$ cat src/rtl/circle_engine.sv
// circle_engine: midpoint-circle rasteriser feeding the VGA adapter's plot port.
// Emits one pixel per cycle (outline octants or filled spans), clips to the
// visible screen, and handshakes with the task controller through start/done.
// Optional filled-disc datapath is compiled in when CIRCLE_FILL_EN is defined;
// without it the fill input has no effect and every draw is an outline.

module circle_engine #(
   parameter int XW       = 8,
   parameter int YW       = 7,
   parameter int RW       = 8,
   parameter int CW       = 3,
   parameter int SCREEN_W = 160,
   parameter int SCREEN_H = 120
) (
   input  logic          clk,
   input  logic          rst_n,
   input  logic [CW-1:0] colour,
   input  logic [XW-1:0] centre_x,
   input  logic [YW-1:0] centre_y,
   input  logic [RW-1:0] radius,
   input  logic          fill,
   input  logic          start,
   output logic          done,
   output logic [XW-1:0] vga_x,
   output logic [YW-1:0] vga_y,
   output logic [CW-1:0] vga_colour,
   output logic          vga_plot
);

   // Signed pixel coordinate widths leave room for negative and past-edge values.
   localparam int PXW = XW + 2;
   localparam int PYW = YW + 2;
   // Offsets are signed so that ox may step to -1 after a radius-0 iteration.
   localparam int OW  = RW + 1;
   localparam int CRW = RW + 3;

   localparam logic signed [OW-1:0]  ONE_O = OW'(1);
   localparam logic signed [CRW-1:0] ONE_C = CRW'(1);

`ifdef CIRCLE_FILL_EN
   localparam bit FILL_BUILD = 1'b1;
`else
   localparam bit FILL_BUILD = 1'b0;
`endif

   typedef enum logic [2:0] {
      IDLE,
      INIT,
      OCT,
      SPAN,
      DONE
   } state_t;

   state_t state;
   state_t next_state;

   // Values latched at start so the controller may change its inputs mid-draw.
   logic [XW-1:0] cx;
   logic [YW-1:0] cy;
   logic [RW-1:0] rad;
   logic [CW-1:0] col;
   logic          fill_q;

   // Midpoint algorithm state.
   logic signed [OW-1:0]  ox;
   logic signed [OW-1:0]  oy;
   logic signed [CRW-1:0] crit;
   logic [2:0]            phase;

`ifdef CIRCLE_FILL_EN
   // Span walker: which of the four spans, and the current x offset within it.
   logic [1:0]           span;
   logic signed [OW-1:0] sx;
   logic signed [OW-1:0] span_half;
   logic signed [OW-1:0] next_half;
   logic                 span_end;
`endif

   // Combinational results for the current cycle.
   logic                  emit;
   logic                  last_in_iter;
   logic                  more;
   logic signed [OW-1:0]  dx;
   logic signed [OW-1:0]  dy;
   logic signed [OW-1:0]  ox_n;
   logic signed [OW-1:0]  oy_n;
   logic signed [CRW-1:0] crit_n;
   logic signed [PXW-1:0] px;
   logic signed [PYW-1:0] py;
   logic                  clip;

   // State register; reset returns to IDLE from anywhere.
   always_ff @(posedge clk) begin
      if (!rst_n) begin
         state <= IDLE;
      end else begin
         state <= next_state;
      end
   end

   // Next state, pixel offset selection, iteration update and screen clipping.
   always_comb begin
      next_state   = state;
      emit         = 1'b0;
      last_in_iter = 1'b0;
      dx           = '0;
      dy           = '0;
`ifdef CIRCLE_FILL_EN
      span_half    = span[1] ? oy : ox;
      next_half    = (span == 2'd0) ? ox : oy;
      span_end     = 1'b0;
`endif

      oy_n = oy + ONE_O;
      if (crit[CRW-1] || (crit == '0)) begin
         ox_n   = ox;
         crit_n = crit + (CRW'(oy_n) <<< 1) + ONE_C;
      end else begin
         ox_n   = ox - ONE_O;
         crit_n = crit + ((CRW'(oy_n) - CRW'(ox_n)) <<< 1) + ONE_C;
      end
      more = (oy_n <= ox_n);

      case (state)
         IDLE: begin
            if (start) begin
               next_state = INIT;
            end
         end
         INIT: begin
            next_state = (FILL_BUILD && fill_q) ? SPAN : OCT;
         end
         OCT: begin
            emit = 1'b1;
            case (phase)
               3'd0: begin dx =  ox; dy =  oy; end
               3'd1: begin dx =  oy; dy =  ox; end
               3'd2: begin dx = -oy; dy =  ox; end
               3'd3: begin dx = -ox; dy =  oy; end
               3'd4: begin dx = -ox; dy = -oy; end
               3'd5: begin dx = -oy; dy = -ox; end
               3'd6: begin dx =  oy; dy = -ox; end
               3'd7: begin dx =  ox; dy = -oy; end
            endcase
            last_in_iter = (phase == 3'd7);
         end
`ifdef CIRCLE_FILL_EN
         SPAN: begin
            emit = 1'b1;
            dx   = sx;
            case (span)
               2'd0: dy =  oy;
               2'd1: dy = -oy;
               2'd2: dy =  ox;
               2'd3: dy = -ox;
            endcase
            span_end     = (sx == span_half);
            last_in_iter = span_end && (span == 2'd3);
         end
`endif
         DONE: begin
            if (!start) begin
               next_state = IDLE;
            end
         end
         default: begin
            next_state = IDLE;
         end
      endcase

      if (last_in_iter && !more) begin
         next_state = DONE;
      end

      px   = signed'(PXW'(cx)) + PXW'(dx);
      py   = signed'(PYW'(cy)) + PYW'(dy);
      clip = px[PXW-1] || (px >= signed'(PXW'(SCREEN_W))) ||
             py[PYW-1] || (py >= signed'(PYW'(SCREEN_H)));
   end

   // Datapath: input latching, algorithm registers and registered VGA outputs.
   always_ff @(posedge clk) begin
      if (!rst_n) begin
         done       <= 1'b0;
         vga_plot   <= 1'b0;
         vga_x      <= '0;
         vga_y      <= '0;
         vga_colour <= '0;
         cx         <= '0;
         cy         <= '0;
         rad        <= '0;
         col        <= '0;
         fill_q     <= 1'b0;
         ox         <= '0;
         oy         <= '0;
         crit       <= '0;
         phase      <= '0;
`ifdef CIRCLE_FILL_EN
         span       <= '0;
         sx         <= '0;
`endif
      end else begin
         done <= (state == DONE);

         if (emit && !clip) begin
            vga_plot   <= 1'b1;
            vga_x      <= px[XW-1:0];
            vga_y      <= py[YW-1:0];
            vga_colour <= col;
         end else begin
            vga_plot   <= 1'b0;
            vga_x      <= '0;
            vga_y      <= '0;
            vga_colour <= '0;
         end

         case (state)
            IDLE: begin
               if (start) begin
                  cx     <= centre_x;
                  cy     <= centre_y;
                  rad    <= radius;
                  col    <= colour;
                  fill_q <= fill;
               end
            end
            INIT: begin
               ox    <= signed'(OW'(rad));
               oy    <= '0;
               crit  <= ONE_C - signed'(CRW'(rad));
               phase <= '0;
`ifdef CIRCLE_FILL_EN
               span  <= '0;
               sx    <= -signed'(OW'(rad));
`endif
            end
            OCT: begin
               phase <= phase + 3'd1;
               if (last_in_iter) begin
                  oy   <= oy_n;
                  ox   <= ox_n;
                  crit <= crit_n;
               end
            end
`ifdef CIRCLE_FILL_EN
            SPAN: begin
               if (span_end) begin
                  span <= span + 2'd1;
                  if (span == 2'd3) begin
                     oy   <= oy_n;
                     ox   <= ox_n;
                     crit <= crit_n;
                     sx   <= -ox_n;
                  end else begin
                     sx <= -next_half;
                  end
               end else begin
                  sx <= sx + ONE_O;
               end
            end
`endif
            default: begin
            end
         endcase
      end
   end

endmodule

$ cat config.mk
export PLATFORM = sky130hd
export DESIGN_NAME = circle_engine
export DESIGN_NICKNAME = d
export VERILOG_FILES = /design/src/rtl/circle_engine.sv
export SDC_FILE = /design/constraint.sdc
export NUM_CORES = 1
export LEC_CHECK = 0
export BUFFER_PORTS_ARGS = -buffer_cell sky130_fd_sc_hd__clkbuf_2
export CAP_MARGIN = 5
export CORE_MARGIN = 5
export CORE_UTILIZATION = 51
export DETAILED_ROUTE_END_ITERATION = 7
export GPL_TIMING_DRIVEN = 0
export MAX_ROUTING_LAYER = met4
export PLACE_DENSITY_LB_ADDON = 0.3
export SETUP_SLACK_MARGIN = 0.2
export SLEW_MARGIN = 40
export SYNTH_ARGS = -nofsm -noshare
export SYNTH_HDL_FRONTEND = slang
export SYNTH_SLANG_ARGS = --single-unit
$ cat constraint.sdc
create_clock -name clk -period 4.1 [get_ports clk]
set_input_delay 1.23 -clock clk [delete_from_list [all_inputs] [get_ports clk]]
set_output_delay 1.23 -clock clk [all_outputs]
set_load 0.1 [all_outputs]
==> results of run 1 <==
cells in the mapped netlist (9+ instances only):
cell type	number	share of area (%)
nor2_2	9	0.83
nor2b_1	12	1.1
xnor2_1	35	4.5
or3_1	9	0.83
a211oi_1	11	1.2
o21ai_0	61	4.5
inv_1	32	1.8
ha_1	61	11
nor3_1	27	2.0
nand2b_1	11	1.0
o21a_1	14	1.6
clkbuf_1	40	2.2
and2_1	10	0.93
xor2_1	26	3.4
a21oi_1	68	5.0
a21o_1	16	1.8
nor2_1	69	3.8
a21boi_0	30	3.3
nand2_1	112	6.2
nand3_1	23	1.7
dfxtp_1	81	24
sequential cells by signal, indices dropped and copies added (netlist names):
register	flops
crit	11
ox	9
oy	9
cx	8
rad	8
vga_x	8
cy	7
vga_y	7
col	3
phase	3
state	3
vga_colour	3
done	1
vga_plot	1
cell type report:
| class | instances | area [um2] | area share (%) |
|---|---|---|---|
| Tap cell | 176 | 220 | 2.63 |
| Timing Repair Buffer | 90 | 592 | 7.06 |
| Inverter | 32 | 128 | 1.52 |
| Multi-Input combinational cell | 717 | 5200 | 62.0 |
| Clock inverter | 5 | 62.6 | 0.747 |
| Clock buffer | 11 | 243 | 2.90 |
| Buffer | 52 | 299 | 3.57 |
| Sequential cell | 81 | 1640 | 19.5 |
power by group through the flow:
stage	clock [W]	sequential [W]	combinational, W
finish	0.000853	0.000867	0.000876
global route	0.000896	0.000873	0.000964
CTS	0.000861	0.000866	0.000833
detailed placement	0	0.000883	0.000781
global placement	0	0.000882	0.000771
floorplan	0	0.000888	0.000576
what timing repair did:
| item | CTS | global route |
|---|---|---|
| gates cloned | 1 | 0 |
| hold endpoints to repair | 0 | 0 |
| resized for setup | 77 | 62 |
| pin swaps | 13 | 33 |
| hold buffers | 0 | 0 |
| setup endpoints to repair | 21 | 22 |
| buffers inserted | 23 | 18 |
routing by layer:
layer / routed length, um / vias to the layer above
li1: - / 3318
met1: 8950 / 3167
met2: 9110 / 336
met4: 646 / 0
met3: 1820 / 65
met5: 0 / -
worst min-delay path, stage by stage, from the launching register on:
cell	delay, ps
dfxtp_1	310
inv_1	40
nor2_1	40
layout by cell type (no fill, tap or decap), types with 10 or more instances in the layout:
master,netlist,layout
ha_1,61,50
clkbuf_2,0,53
clkbuf_1,40,29
inv_1,32,27
nor2_1,69,64
nand3_1,23,23
nand2_1,112,109
xor2_1,26,25
xnor2_1,35,32
a21boi_0,30,30
a21o_1,16,16
a21oi_1,68,63
o21ai_0,61,53
nor3_1,27,26
buf_4,2,40
nor2_2,9,12
o21a_1,14,14
dfxtp_1,81,75
nor2b_1,12,11
and2_1,10,10
stage by stage:
| step | std cells | util [%] | hold slack, ps |
|---|---|---|---|
| finish | 1164 | 64.0 | 428 |
| global route | 1164 | 64.0 | 450 |
| CTS | 1146 | 61.2 | 429 |
| detailed placement | 1106 | 55.2 | 417 |
| global placement | 1106 | 55.1 | 422 |
| floorplan | 882 | - | 409 |
path summary, 6_finish.rpt:
| kind | start | end | slack [ps] | cells past startpoint |
|---|---|---|---|---|
| max | phase[1]$_SDFFE_PN0P_ | vga_y[3]$_SDFF_PN0_ | 240 | 21 |
| min | col[1]$_SDFFE_PN0P_ | vga_colour[1]$_SDFF_PN0_ | 430 | 2 |
| max reg2reg | phase[1]$_SDFFE_PN0P_ | vga_y[3]$_SDFF_PN0_ | 240 | 21 |
| min reg2reg | col[1]$_SDFFE_PN0P_ | vga_colour[1]$_SDFF_PN0_ | 430 | 2 |
cell families after synthesis:
logic type | Yosys count
AO/OA/AOI/OAI | 260
XOR/XNOR | 63
adder cells (fa/ha/maj) | 66
buffers and inverters | 84
flip-flops | 81
multiplexers | 8
AND/OR/NAND/NOR | 320
==> impl_metrics.ini, run 1 <==
[critical_path]
start_kind = flop
cp_num_buf_inv = 8
slowest_delay_ps = 390
worstSetupPathType = reg2reg
cpLargestDelayFamily = compound AO/OA/AOI/OAI gates
cp.required_ps = 4350
worst_ep_arrival_time_ps = 4100
crit_chain = inv_1, ha_1, buf_6, buf_4, o21ai_4, nand2_4, a22oi_1, nor2_1, ha_2, buf_4, buf_4, a211oi_2, o21a_1, o211ai_1, buf_4, nor4_4, a211oi_2, nand4b_4, buf_12, buf_8, nor2_2
crit_path_top_delay_cell = nor4_4
critPathMaxFanout = 8
worst_path_most_repeated_cell = buf_4
cp-end-kind = flop

[cts]
cts_sinks = 81
clock_path_buffers = 2
cts_root_buf = clkbuf_16
clock_latency_ps = 360
cts_tree = yes
htree_num_levels = 3
cts_buffers = 9
cts.clk_slew.worst_paths_ps = 60

[pwr]
peakVddDrop_mv = 0.250
power.total_w = 0.00260
p_int_w = 0.00166
p_leak_nw = 3.59
switching_share_pct = 36.1
power_switching_w = 0.000937
p_per_area_mw_per_mm2 = 310
pwr-share-comb_pct = 33.7
seqPwrFrac_pct = 33.4
p_clk_share_pct = 32.9

[logic_synthesis]
async_reset_ff_share_pct = 0
synth_seq_cells = 81
synthFlopType = dfxtp_1
synth_fa_ha_area_share_pct = 12.8
yosys.cell_types.count = 71
synthMuxAreaShare_pct = 1.24
synth_top_family_by_area = compound AO/OA/AOI/OAI gates
syn_avg_cell_area_um2 = 7.65
yosys.area_share.xor_xnor_pct = 8.40
ys_seq_area_share_pct = 24.0
yosysWarnings = 0
synth_compound_area_share_pct = 25.0
synthesis.nets = 978
synth_edf_count = 0
yosys.area_share.simple_pct = 23.4
synth_cells = 882
syn_area_mm2 = 0.00675

[timing]
slew_headroom_pct = 53.6
min_period_over_period_pct = 94.1
maxSlewViolCount = 0
finClkSkew_ps = 6.58
fmax_mhz = 259
finalSetupViolations = 0
worst_pin_slew_ps = 696
fin_ws_ps = 243
rsz0062_at_grt = true
fin_crit_ps = 3860
hold_viol_final = 0
finalSetupTns_ps = 0

[floorplanning]
die_h_um = 125
ios = 50
start_util_pct = 51.6
design.core.area_mm2 = 0.0131
die_x_um = 125
num_rows = 42
dieArea_mm2 = 0.0156

[global_route]
track_usage_pct = 26.1
grt_pass1_vias = 6406
antenna_found_initial = 0
grt_overflow_total = 0
gr-usage-met1_pct = 35.5
grt_max_degree = 15
grt_busiest_layer = met2
grt_use_met2_pct = 38.2
use_met3_pct = 5.93
grt_pass1_wl_um = 32500

[detailed_routing]
vias_per_cell = 5.92
drt_iter0_markers = 716
drtPass1Iterations = 7
final_antenna_net_count = 0
wirelength_um = 20500
drc = 0
wire_per_inst_um = 17.6
num_vias = 6886

[finish]
antenna-diode-count = 0
fill_cells = 1113
stdcell_area_mm2 = 0.00838
layout-drive-gt1-share_pct = 23.1
area_delta_synth_final_pct = 24.1
nNetsFinal = 1079

[place]
dp_hpwl_um = 14400
dpl_cell_area_mm2 = 0.00722
port_buffers = 48
dp_slack_ps = -557
gp_congestion = 0.977

[flow_run]
cap_violations = 0

[status]
status = finished clean

[hold_path]
worstHoldPathType = reg2reg
(Power assumes the default switching activity.)
==> inputs of run 2 (changes only) <==
--- a/config.mk
+++ b/config.mk
@@ -5,6 +5,7 @@
 export SDC_FILE = /design/constraint.sdc
 export NUM_CORES = 1
 export LEC_CHECK = 0
+export ABC_AREA = 1
 export BUFFER_PORTS_ARGS = -buffer_cell sky130_fd_sc_hd__clkbuf_2
 export CAP_MARGIN = 5
 export CORE_MARGIN = 5
==> run 2 against run 1 <==
Global-route usage is 1.2 points lower. Hold slack better by 11 ps. Flip-flop and latch count stayed put. First-iteration DRC count is 21% lower. Critical path type unchanged.
==> impl_metrics.ini, run 2 <==
[detailed_routing]
drc = 0
final_antenna_net_count = 0
drt_iter0_markers = 568
num_vias = 6904
drtPass1Iterations = 5
vias_per_cell = 5.51
wire_per_inst_um = 15.4
wirelength_um = 19300

[global_route]
grt_max_degree = 19
track_usage_pct = 24.9
grt_pass1_vias = 6445
use_met3_pct = 5.23
grt_pass1_wl_um = 31100
grt_use_met2_pct = 37.8
antenna_found_initial = 0
grt_overflow_total = 0
grt_busiest_layer = met2
gr-usage-met1_pct = 31.9

[pwr]
p_clk_share_pct = 31.6
peakVddDrop_mv = 0.235
seqPwrFrac_pct = 33.3
switching_share_pct = 39.9
p_leak_nw = 3.62
pwr-share-comb_pct = 35.2
power_switching_w = 0.00105
p_int_w = 0.00158
p_per_area_mw_per_mm2 = 344

[place]
gp_congestion = 0.992
dp_hpwl_um = 14800
dp_slack_ps = -21.9
port_buffers = 48
dp.cells = 1233
dpl_cell_area_mm2 = 0.00712

[timing]
rsz0062_at_grt = true
hold_viol_final = 0
min_period_over_period_pct = 89.1
finClkSkew_ps = 11.2
fmax_mhz = 274
finalSetupViolations = 0
fin_ws_ps = 445
finalSetupTns_ps = 0
fin_crit_ps = 3660
slew_headroom_pct = 54.9
maxSlewViolCount = 0
worst_pin_slew_ps = 674

[hold_path]
worstHoldPathType = reg2reg
whs_path_depth = 2

[cts]
cts_root_buf = clkbuf_16
cts_tree = yes
cts_buffers = 9
htree_num_levels = 3
clock_latency_ps = 350
clock_path_buffers = 2
cts.clk_slew.worst_paths_ps = 70
cts_sinks = 81

[logic_synthesis]
yosys.cell_types.count = 44
synthFlopType = dfxtp_1
async_reset_ff_share_pct = 0
yosysWarnings = 0
synth.area.top_cells = dfxtp_1, ha_1, nand2_1, inv_1, o21ai_0
syn_avg_cell_area_um2 = 6.58
synth_top_area_share_pct = 24.3
yosys.area.top_type = dfxtp_1
ys_seq_area_share_pct = 24.3
synth_cells = 1013
synth_seq_cells = 81
synth_commonest_cells = nand2_1, inv_1, nor2_1
syn_area_mm2 = 0.00667
yosys.cell_count.top_type = nand2_1
synthesis.nets = 1109
synth_edf_count = 0

[finish]
top_register = crit
antenna-diode-count = 0
layout_common_cells = nand2_1, inv_1, nor2_1, o21ai_0, a21oi_1
layout-drive-gt1-share_pct = 13.0
nNetsFinal = 1172
largest_reg_flops = 11
utilization_pct = 60.2
finalNonFillerCells = 1253
reg.largest.list = crit x11, ox x9, oy x9
area_delta_synth_final_pct = 14.8
stdcell_area_mm2 = 0.00765
final_common_cell = nand2_1

[floorplanning]
die_h_um = 124
die_x_um = 124
start_util_pct = 52.4
ios = 50
design.core.area_mm2 = 0.0127
dieArea_mm2 = 0.0155
num_rows = 41

[critical_path]
critPathMaxFanout = 7
cp-end-kind = flop
worst_ep_arrival_time_ps = 3940
worstSetupPathType = reg2reg
start_kind = flop
cp.required_ps = 4390
ff2ff_path_depth = 21

[flow_run]
cap_violations = 0

[status]
status = finished clean
## run 2: changes by cell type after synthesis, moves of 14 or more
cell | previous run | this run
inv_1 | 32 | 141
nand3_1 | 23 | 67
nand2_1 | 112 | 200
clkbuf_1 | 40 | 22
nor2_1 | 69 | 103
a21boi_0 | 30 | 1
a21oi_1 | 68 | 82
o21ai_0 | 61 | 94
xnor2_1 | 35 | 9
o21a_1 | 14 | 0
a21o_1 | 16 | 1
## run 2: final cells by class
type                    count  area, um2
repair buffers             52        270
clock buffers               9        225
well taps                 172        215
fillers                  1253       5070
flip-flops and latches     81       1630
plain buffers              28        136
multi-input cells         759       4540
clock inverters             7       81.3
inverters                 145        551
## run 2: cells by family after synthesis
group | Yosys count | synth area share (%)
DFF | 81 | 24.3
AOI/OAI and AO/OA | 222 | 18.6
xor gates and xnor gates | 41 | 5.39
and+or+nand+nor | 430 | 28.6
adders and majority gates | 66 | 13.0
buffers and inverters | 173 | 10.2
## run 2: through the flow
stage               hold slack, ps  power (W)
global route                   464    0.00278
detailed placement             430    0.00175
floorplan                      416    0.00153
CTS                            442    0.00257
global placement               427    0.00174
finish                         440    0.00263
## run 2: critical path: stages, from the launching register on
cell and delay [ps]:
dfxtp_4 430, ha_1 200, xor2_1 450, ha_1 380, nand3_1 100, nand2_1 80
a21oi_1 140, o21bai_1 110, nand2_1 80, nand2_1 50, a21oi_1 160, xor2_1 230
ha_1 290, nand2_1 100, inv_1 50, a21oi_1 150, nand3_1 120, nand3_1 90
nand3_1 110, nand2_1 100, nand2_1 50, a21oi_1 120
## run 2: repair_timing
action / in CTS / in global routing
buffers inserted: 0 / 4
resized for setup: 7 / 39
setup endpoints to repair: 14 / 21
hold buffers: 0 / 0
pin swaps: 0 / 1
## run 2: power by group through the flow
stage / Clock, W / Combinational, W / Sequential, W
after floorplan: 0 / 0.000634 / 0.000895
after global placement: 0 / 0.000848 / 0.000891
after global routing: 0.000870 / 0.00103 / 0.000880
after CTS: 0.000830 / 0.000867 / 0.000874
after detailed placement: 0 / 0.000856 / 0.000892
final: 0.000830 / 0.000925 / 0.000875
## run 2: metal layers
layer,wire length (um),vias to the layer above
met5,0,-
met4,697,0
met3,1380,61
met2,8610,248
met1,8660,3133
li1,-,3462
## run 2: path summary, 6_finish.rpt
| kind | start | end | slack [ps] |
|---|---|---|---|
| hold / removal | col[0]$_SDFFE_PN0P_ | vga_colour[0]$_SDFF_PN0_ | 440 |
| hold reg to reg | col[0]$_SDFFE_PN0P_ | vga_colour[0]$_SDFF_PN0_ | 440 |
| setup reg to reg | oy[0]$_SDFFE_PN0P_ | crit[10]$_SDFFE_PN0P_ | 440 |
| setup / recovery | oy[0]$_SDFFE_PN0P_ | crit[10]$_SDFFE_PN0P_ | 440 |
